$ cat src/rtl/argmax_unit.sv
// argmax_unit: scans NUM_CLASSES signed logits from the output buffer, one
// read per FETCH/CMP pair. It keeps a running maximum and publishes the
// winning class index and value with a one-cycle done pulse. The published
// result stays stable for the whole scan, so the display never shows a
// partial answer.
module argmax_unit #(
  parameter int NUM_CLASSES = 10,
  parameter int DATA_WIDTH  = 32,
  parameter int ADDR_WIDTH  = 4,
  parameter int BASE_ADDR   = 0
) (
  input  logic                  clk,
  input  logic                  reset,
  input  logic                  start,
  output logic                  mem_rd_en,
  output logic [ADDR_WIDTH-1:0] mem_addr,
  input  logic [DATA_WIDTH-1:0] mem_rdata,
  output logic                  busy,
  output logic                  done,
  output logic                  result_valid,
  output logic [3:0]            argmax_output,
  output logic [DATA_WIDTH-1:0] max_value
);

  typedef enum logic [1:0] {
    S_IDLE  = 2'd0,
    S_FETCH = 2'd1,
    S_CMP   = 2'd2,
    S_DONE  = 2'd3
  } state_e;

  localparam logic [3:0]            LAST_IDX = 4'(NUM_CLASSES - 1);
  localparam logic [ADDR_WIDTH-1:0] BASE     = ADDR_WIDTH'(BASE_ADDR);

  state_e                       state_q, state_d;
  logic [3:0]                   idx_q, idx_d;
  logic [3:0]                   run_arg_q, run_arg_d;
  logic signed [DATA_WIDTH-1:0] run_max_q, run_max_d;
  logic [3:0]                   argmax_q, argmax_d;
  logic [DATA_WIDTH-1:0]        max_value_q, max_value_d;
  logic                         result_valid_q, result_valid_d;

  // Next-state and datapath update: compare in CMP, publish on the CMP->DONE step.
  always_comb begin
    state_d        = state_q;
    idx_d          = idx_q;
    run_arg_d      = run_arg_q;
    run_max_d      = run_max_q;
    argmax_d       = argmax_q;
    max_value_d    = max_value_q;
    result_valid_d = result_valid_q;
    case (state_q)
      S_IDLE: begin
        if (start) begin
          state_d = S_FETCH;
          idx_d   = 4'd0;
        end else begin
          state_d = S_IDLE;
        end
      end
      S_FETCH: begin
        state_d = S_CMP;
      end
      S_CMP: begin
        // Strict greater-than so ties keep the earlier (lower) class index.
        if ((idx_q == 4'd0) || ($signed(mem_rdata) > run_max_q)) begin
          run_max_d = $signed(mem_rdata);
          run_arg_d = idx_q;
        end else begin
          run_max_d = run_max_q;
          run_arg_d = run_arg_q;
        end
        if (idx_q == LAST_IDX) begin
          // Publish including the last comparison's outcome.
          state_d        = S_DONE;
          argmax_d       = run_arg_d;
          max_value_d    = run_max_d;
          result_valid_d = 1'b1;
        end else begin
          state_d = S_FETCH;
          idx_d   = idx_q + 4'd1;
        end
      end
      S_DONE: begin
        state_d = S_IDLE;
      end
      default: begin
        state_d = S_IDLE;
      end
    endcase
  end

  // State and datapath registers with synchronous reset.
  always_ff @(posedge clk) begin
    if (reset) begin
      state_q        <= S_IDLE;
      idx_q          <= 4'd0;
      run_arg_q      <= 4'd0;
      run_max_q      <= '0;
      argmax_q       <= 4'd0;
      max_value_q    <= '0;
      result_valid_q <= 1'b0;
    end else begin
      state_q        <= state_d;
      idx_q          <= idx_d;
      run_arg_q      <= run_arg_d;
      run_max_q      <= run_max_d;
      argmax_q       <= argmax_d;
      max_value_q    <= max_value_d;
      result_valid_q <= result_valid_d;
    end
  end

  // Output decode from the state register; the read address is only live in FETCH.
  always_comb begin
    mem_rd_en = (state_q == S_FETCH);
    busy      = (state_q != S_IDLE);
    done      = (state_q == S_DONE);
    if (state_q == S_FETCH) begin
      mem_addr = BASE + ADDR_WIDTH'(idx_q);
    end else begin
      mem_addr = BASE;
    end
  end

  assign argmax_output = argmax_q;
  assign max_value     = max_value_q;
  assign result_valid  = result_valid_q;

endmodule

$ cat config.mk
export PLATFORM = sky130hd
export DESIGN_NAME = argmax_unit
export DESIGN_NICKNAME = d
export VERILOG_FILES = /design/src/rtl/argmax_unit.sv
export SDC_FILE = /design/constraint.sdc
export NUM_CORES = 1
export LEC_CHECK = 0
export CORE_MARGIN = 2
export CORE_UTILIZATION = 48
export DETAILED_ROUTE_END_ITERATION = 6
export PLACE_DENSITY = 0.82
export REMOVE_ABC_BUFFERS = 1
export SLEW_MARGIN = 20
export SYNTH_ARGS = -nofsm -noshare
export SYNTH_HDL_FRONTEND = slang
export SYNTH_SLANG_ARGS = --single-unit
$ cat constraint.sdc
create_clock -name clk -period 2.8 [get_ports clk]
set_input_delay 0.7 -clock clk [delete_from_list [all_inputs] [get_ports clk]]
set_output_delay 0.7 -clock clk [all_outputs]
set_load 0.01 [all_outputs]
# Yosys cells after proc, flatten, opt, wreduce, memory -nomap -nowiden
# Index checks and enable logic that the tools add are counted.
[totals]
register_bits = 79
inputBits = 35
output_inout_bits = 44
word_cells = 31
[classes]
n_addsub = 1
order_cmp = 1
eq_ne = 6
muxes = 9
n_reduce_logical = 7
[ops]
columns = ["cell", "count"]
rows = [
  ["32-bit greater-than comparator", 1],
  ["32-bit 2-to-1 mux", 1],
  ["4-bit 2-to-1 mux", 4],
  ["2-bit case mux with 4 select lines", 1],
  ["4-bit case mux with 2 select lines", 1],
  ["4-bit by 1-bit adder with 4-bit output (second input constant)", 1],
  ["2-bit == test (second input constant)", 2],
  ["4-bit == test (second input constant)", 1],
  ["4-bit logical NOT", 1],
  ["2-bit inequality test (second input constant)", 2],
  ["2-bit nonzero test", 2],
  ["3-bit AND reduction", 1],
  ["2-bit by 1-bit == test with 1-bit output (second input constant)", 1],
  ["2-bit logical NOT", 1],
  ["2-bit 2-to-1 mux", 1],
  ["2-bit AND reduction", 1],
  ["1-bit logical OR", 1],
  ["1-bit 2-to-1 mux", 1],
]

# Longest topological paths before layout
# Gate-level depths: netlist of run 1.
[depth]
ltp_word = 3
ltp_mapped = 11

# Least setup slack after synthesis of run 1
# No wires, ideal clock.
[synth_timing]
kind = "input to register"
start = "in mem_rdata[17]"
end = "reg run_max_q[13]"
setup_ns = 0.087
arrival_time_ns = 2.748
setup_slack_ns = -0.035
path_stages = 10
path_buffers = 2
path_cell_list = "ha_1 a21o_1 a221o_1 a21oi_2 o211ai_2 o2bb2ai_1 buf_6 clkbuf_1 or4_1 o31ai_1"
[synth_between]
elab_chain_cells = 3
[synth_rtl]
columns = ["element", "line", "source"]
rows = [
  ["start: declaration", "17", "input logic [DATA_WIDTH-1:0] mem_rdata,"],
  ["32-bit greater-than comparator", "66", "if ((idx_q == 4'd0) || ($signed(mem_rdata) > run_max_q)) begin"],
  ["1-bit logical OR", "66", ""],
  ["32-bit 2-to-1 mux", "66", ""],
  ["end signal: assignment", "107", "run_max_q <= run_max_d;"],
  ["end: declaration", "38", "logic signed [DATA_WIDTH-1:0] run_max_q, run_max_d;"],
]
# Every way passes these cells.
# A chain may end at the register's enable or synchronous reset.

# Worst setup path after layout of run 1
[layout_timing]
start = "reg run_max_q[1]"
end = "reg run_max_q[30]"
[layout_between]
elab_chain_cells = 3
[layout_rtl]
columns = ["element", "line"]
rows = [
  ["32-bit greater-than comparator", "66"],
  ["1-bit logical OR", "66"],
  ["32-bit 2-to-1 mux", "66"],
]
# Every way passes these cells.

==> results of run 1 <==
-- metrics by stage --
step | cell area (sq um) | TNS, ps | hold WS [ps]
finish | 7860 | -12420 | 495
global route | 7860 | -15190 | 506
CTS | 6960 | -1560 | 481
detailed placement | 5880 | -54480 | 465
global placement | 5880 | -49500 | 455
floorplan | 4370 | -155570 | 438
-- kinds of logic after synthesis --
family / count (synthesis) / synth area share
flops: 79 / 0.341
fa+ha+maj: 35 / 0.0943
compound gates: 144 / 0.240
buf+inv: 88 / 0.0897
simple gates: 160 / 0.234
xor+xnor: 1 / 0.00189
-- per-layer routing --
metal / routed length (um) / up-vias / track usage
met5: 0 / - / 0
met4: 1290 / 0 / 0.152
met1: 7840 / 2506 / 0.391
met2: 10300 / 431 / 0.521
met3: 1830 / 121 / 0.0424
li1: - / 2217 / -
-- flip-flops by register name, indices dropped and copies added (netlist names) --
signal,flops
argmax_output,4
idx_q,4
max_value,32
result_valid,1
run_arg_q,4
run_max_q,32
state_q,2
-- how the worst max path moves through the flow --
stage | slack (ps) | startpoint | end
2_1_floorplan | -2600 | mem_rdata[31] | run_arg_q[3]
3_3_place_gp | -820 | mem_rdata[10] | run_arg_q[1]
3_5_place_dp | -880 | mem_rdata[11] | run_arg_q[1]
4_1_cts | -120 | mem_rdata[13] | run_arg_q[1]
5_1_grt | -390 | run_max_q[1] | run_max_q[9]
6_report | -320 | run_max_q[1] | run_max_q[30]
-- power by group --
| part | switching (uW) | internal [uW] | total [uW] |
|---|---|---|---|
| Combinational | 294 | 268 | 562 |
| Sequential | 11.4 | 1140 | 1150 |
| Clock | 479 | 441 | 921 |
| Total | 785 | 1850 | 2630 |
-- cell type report --
| cell class | instances | area share |
|---|---|---|
| clock inverter | 4 | 0.00684 |
| clock buffer | 12 | 0.0185 |
| tap | 129 | 0.0205 |
| inverter | 38 | 0.0181 |
| timing repair buffer | 181 | 0.252 |
| sequential | 79 | 0.201 |
| multi-input combinational | 340 | 0.482 |
-- cell usage after synthesis (9+ instances only) --
cell type,count,share of area
a21oi_1,16,0.017
a311oi_1,32,0.060
buf_6,9,0.022
clkbuf_1,31,0.025
dfxtp_1,79,0.34
ha_1,35,0.094
inv_1,38,0.031
nand2_1,14,0.011
nand2b_1,32,0.043
nor2_1,12,0.0097
nor4b_1,34,0.064
o21bai_1,35,0.057
o31ai_1,35,0.057
or4_1,34,0.055
-- worst register-to-register path, cell delays in order (launching register included) --
cell	delay (ps)
dfxtp_1	320
inv_1	180
ha_4	240
nor2b_1	160
o211ai_1	250
a21bo_1	180
o211ai_1	140
buf_4	190
a2111oi_4	470
buf_6	210
nor3_4	60
buf_4	180
buf_6	140
o31ai_2	310
-- what timing repair did --
| item | 4_1_cts | 5_1_grt |
|---|---|---|
| setup buffers | 20 | 15 |
| pin swaps | 70 | 55 |
| endpoints found under the setup margin | 72 | 72 |
| resized for setup | 170 | 162 |
| cloned | 8 | 7 |
==> impl_metrics.json, run 1 <==
{
  "p_leak_uw": 0.00284,
  "outcome": "finished, violations left",
  "synth-warning-count": 0,
  "final_max_slew_viol_count": 0,
  "hpwlAfterDp_um": 7960,
  "ant_nets": 0,
  "syn_area_sq_um": 4640,
  "crit_slowest_cell": "a2111oi_4",
  "dieArea_sq_um": 10500,
  "synth_async_sr_flop_share": 0,
  "syn_inst": 507,
  "row_count": 35,
  "synth_area_per_cell_sq_um": 9.16,
  "tightest_slew_ps": 749,
  "period_share": 1.11,
  "place_ws_ps": -879,
  "hold_end": "result_valid",
  "holdPathStages": 2,
  "crit_chain": "inv_1 -> ha_4 -> nor2b_1 -> o211ai_1 -> a21bo_1 -> o211ai_1 -> buf_4 -> a2111oi_4 -> buf_6 -> nor3_4 -> buf_4 -> buf_6 -> o31ai_2",
  "cp.required_ps": 3060,
  "power_uw": 2630,
  "rr_endpoint": "run_max_q[30]",
  "grt_pass1_vias": 4851,
  "start_kind": "flop",
  "cpPeakStageDelay_ps": 470,
  "num_io_pins": 79,
  "gr-total-overflow": 0,
  "rr_worst_depth": 13,
  "rr_startpoint": "run_max_q[1]",
  "nFillCells": 439,
  "cts_buffers": 9,
  "final_cell_mix": "78 x dfxtp_1, 56 x buf_4, 45 x clkdlybuf4s50_1",
  "fin_nets": 719,
  "timing.reg2reg.setup_slack_ps": -320,
  "maxSlewHeadroom": 0.500,
  "critPathKind": "reg -> reg",
  "chipWidth_um": 102,
  "hold_path.class": "reg -> reg",
  "ys_seq_area_frac": 0.341,
  "grt_pass1_wl_um": 25300,
  "drv_cap": 0,
  "arrival_ps": 3380,
  "clk_pin_slew_ps": 90,
  "grt_max_degree": 96,
  "routedWlPerCell_um": 27.1,
  "dp.cells": 719,
  "min_from": "result_valid",
  "timing.final.ws_setup_ps": -315,
  "drive_gt1_frac": 0.454,
  "coreArea_sq_um": 9330,
  "clk_latency_ps": 370,
  "cts_hold_buffers": 0,
  "max-vdd-ir-drop_uv": 278,
  "timing.final.hold_violations": 0,
  "grt_setup_unrepaired": "true",
  "area_delta_synth_final_pct": 69.3,
  "synth-edff-count": 0,
  "violations": "negative setup slack",
  "ys.flop_type": "dfxtp_1",
  "crit_path_end_kind": "flop",
  "setup_viol": 72,
  "antenna_found_initial": 0,
  "period_minus_slack_ps": 3120,
  "powerDensity_nw_per_um2": 335,
  "ys_types": 46,
  "final_common_cell": "dfxtp_1",
  "vias_per_cell": 6.74,
  "dieHeight_um": 102,
  "multiInputGateArea_sq_um": 3790,
  "clkSinkCount": 79,
  "cp.depth": 13,
  "yosys_register_bits": 79,
  "io_buffer_count": 78,
  "grt_usage": 0.310,
  "drt_iter0_markers": 437,
  "critical-path-top-delay-family": "compound AO/OA/AOI/OAI gates",
  "fmax_mhz": 321,
  "first_pass_iters": 7,
  "post-route-util": 0.843,
  "finalClockSkew_ps": 15.1,
  "htreeDepth": 3,
  "clk_path_buf_depth": 2,
  "initial_core_util": 0.498,
  "fin_cells": 783,
  "clockRootBuffer": "clkbuf_8",
  "gp_congestion": 0.865,
  "routed_wl_um": 21200,
  "drc_errors": 0,
  "routed-via-count": 5275,
  "crit_buf_inv": 5,
  "crit_path_max_fanout": 5,
  "antenna_cells": 0,
  "regArea_sq_um": 1580,
  "cts_tree": "done"
}
Note: power is estimated with default switching activity, not from simulation.
==> inputs of run 2 (changes only) <==
--- a/config.mk
+++ b/config.mk
@@ -5,7 +5,6 @@
 export SDC_FILE = /design/constraint.sdc
 export NUM_CORES = 1
 export LEC_CHECK = 0
-export CORE_MARGIN = 2
 export CORE_UTILIZATION = 48
 export DETAILED_ROUTE_END_ITERATION = 6
 export PLACE_DENSITY = 0.82
==> run 2 against run 1 <==
The run still ends with negative setup slack left. Clock skew rose by 4.2 ps. Total power rose by 0.53%. Non-clock buffer count fell by 5. Routed wire length rose by 2.8%. Sequential share of layout area rose by 0.53 points. Count of clock-buffer cells in the layout fell by 1. First-iteration DRC count rose by 9.4%. Worst setup slack got worse by 110 ps. Via count rose by 3.2%. Worst hold slack got worse by 5.5 ps. Maximum frequency fell by 3.5%. Critical path depth did not move. Critical path type unchanged. Highest routed layer is now met5.
==> impl_metrics.json, run 2 (same netlist as run 1, synthesis figures left out) <==
{
  "outcome": "finished, violations left",
  "violations": "negative setup slack",
  "critPathKind": "reg -> reg",
  "final_cell_mix": "76 x dfxtp_1, 63 x buf_4, 45 x clkdlybuf4s50_1",
  "routed_wl_um": 21800,
  "cts_buffers": 9,
  "vias_per_cell": 6.99,
  "tightest_slew_ps": 1070,
  "initial_core_util": 0.500,
  "dp.cells": 718,
  "row_count": 35,
  "final_common_cell": "dfxtp_1",
  "routed-via-count": 5443,
  "drc_errors": 0,
  "placed_area_sq_um": 5830,
  "dieHeight_um": 100,
  "clk_pin_slew_ps": 90,
  "grt_max_degree": 105,
  "cp.required_ps": 3030,
  "period_minus_slack_ps": 3230,
  "max-vdd-ir-drop_uv": 211,
  "whs_ps": 489,
  "crit_path_end_kind": "flop",
  "first_pass_iters": 4,
  "hpwlAfterDp_um": 7970,
  "num_io_pins": 79,
  "powerDensity_nw_per_um2": 345,
  "antenna_found_initial": 2,
  "hold_path.class": "reg -> reg",
  "chipWidth_um": 100,
  "grt_usage": 0.338,
  "finalInstanceArea_sq_um": 7670,
  "final.setup.tns_ps": -15400,
  "io_buffer_count": 78,
  "clk_latency_ps": 390,
  "fin_nets": 714,
  "start_kind": "flop",
  "nFillCells": 444,
  "maxSlewHeadroom": 0.286,
  "period_share": 1.15,
  "routedWlPerCell_um": 28.0,
  "setup_viol": 72,
  "clkSinkCount": 79,
  "htreeDepth": 3,
  "cts_tree": "done",
  "gp_congestion": 0.795,
  "drive_gt1_frac": 0.461,
  "arrival_ps": 3460,
  "clk_path_buf_depth": 2,
  "grt_pass1_wl_um": 26300,
  "p_leak_uw": 0.00278,
  "coreArea_sq_um": 9280,
  "timing.final.ws_setup_ps": -429,
  "grt_pass1_vias": 4975,
  "drt_iter0_markers": 478,
  "grt_setup_unrepaired": "true",
  "crit_path_max_fanout": 7,
  "power_uw": 2650,
  "fin_cells": 779,
  "gr-total-overflow": 0,
  "finalClockSkew_ps": 19.3,
  "dieArea_sq_um": 10100,
  "final_max_slew_viol_count": 0,
  "clockRootBuffer": "clkbuf_8",
  "area_delta_synth_final_pct": 65.2,
  "ant_nets": 0,
  "drv_cap": 0,
  "fmax_mhz": 310,
  "timing.final.hold_violations": 0
}
==> run 2: cell types whose count changed in the layout (fill, tap and decap cells not counted), moves of 4 or more <==
cell      delta
buf_2        +8
buf_4        +7
buf_6       -13
clkbuf_2     -5
ha_1         -6
ha_4         +4
nor4b_1      +5
nor4b_2      +7
nor4b_4     -12
==> run 2: timing repair <==
action                     4_1_cts  5_1_grt
pin swaps                       85       36
resized for setup              199      130
setup endpoints to repair       72       72
buffers inserted                21       13
hold buffers                     0        0
gates cloned                     8        5
==> run 2: routing by layer <==
layer  wire length [um]  vias up  global-route usage
li1                   -     2220                   -
met1               7760     2562               0.409
met2              10000      464               0.568
met3               2270      195              0.0724
met4               1720        2               0.167
met5                 11        -                   0
==> run 2: power by group <==
part	leakage, uW	internal (uW)	switching, uW
clock	0.0000916	435	497
combinational	0.00205	268	296
sequential	0.000639	1140	11.4
total	0.00278	1840	805
==> run 2: critical path: stages, from the launching register on <==
cell and delay (ps):
dfxtp_1 340, inv_1 190, ha_4 380, nand4_4 130
nor4_4 400, buf_4 190, a21oi_4 50, o211ai_2 100
buf_4 170, a2111oi_4 40, buf_4 210, clkbuf_16 170
nor4b_2 560, a311oi_2 130
==> run 2: worst paths after layout <==
kind	start	end	slack (ps)	depth (start not counted)
setup reg to reg	run_max_q[30]	max_value[3]	-430	13
hold reg to reg	result_valid	result_valid	490	2
hold / removal	result_valid	result_valid	490	2
setup / recovery	run_max_q[30]	max_value[3]	-430	13
==> run 2: cell type report <==
type | instances | area (sq um) | share of cell area
Sequential cell | 79 | 1590 | 0.207
Antenna cell | 1 | 2.50 | 0.000326
Inverter | 38 | 148 | 0.0192
Multi-Input combinational cell | 340 | 3700 | 0.482
Clock inverter | 5 | 57.6 | 0.00750
Clock buffer | 11 | 141 | 0.0184
Tap cell | 129 | 161 | 0.0210
Timing Repair Buffer | 176 | 1880 | 0.245
==> run 2: metrics by stage <==
| step | utilization | worst slack [ps] |
|---|---|---|
| after floorplan | - | -2600 |
| after global placement | 0.628 | -756 |
| after detailed placement | 0.628 | -791 |
| after CTS | 0.747 | -20.7 |
| after global routing | 0.826 | -642 |
| final | 0.826 | -429 |
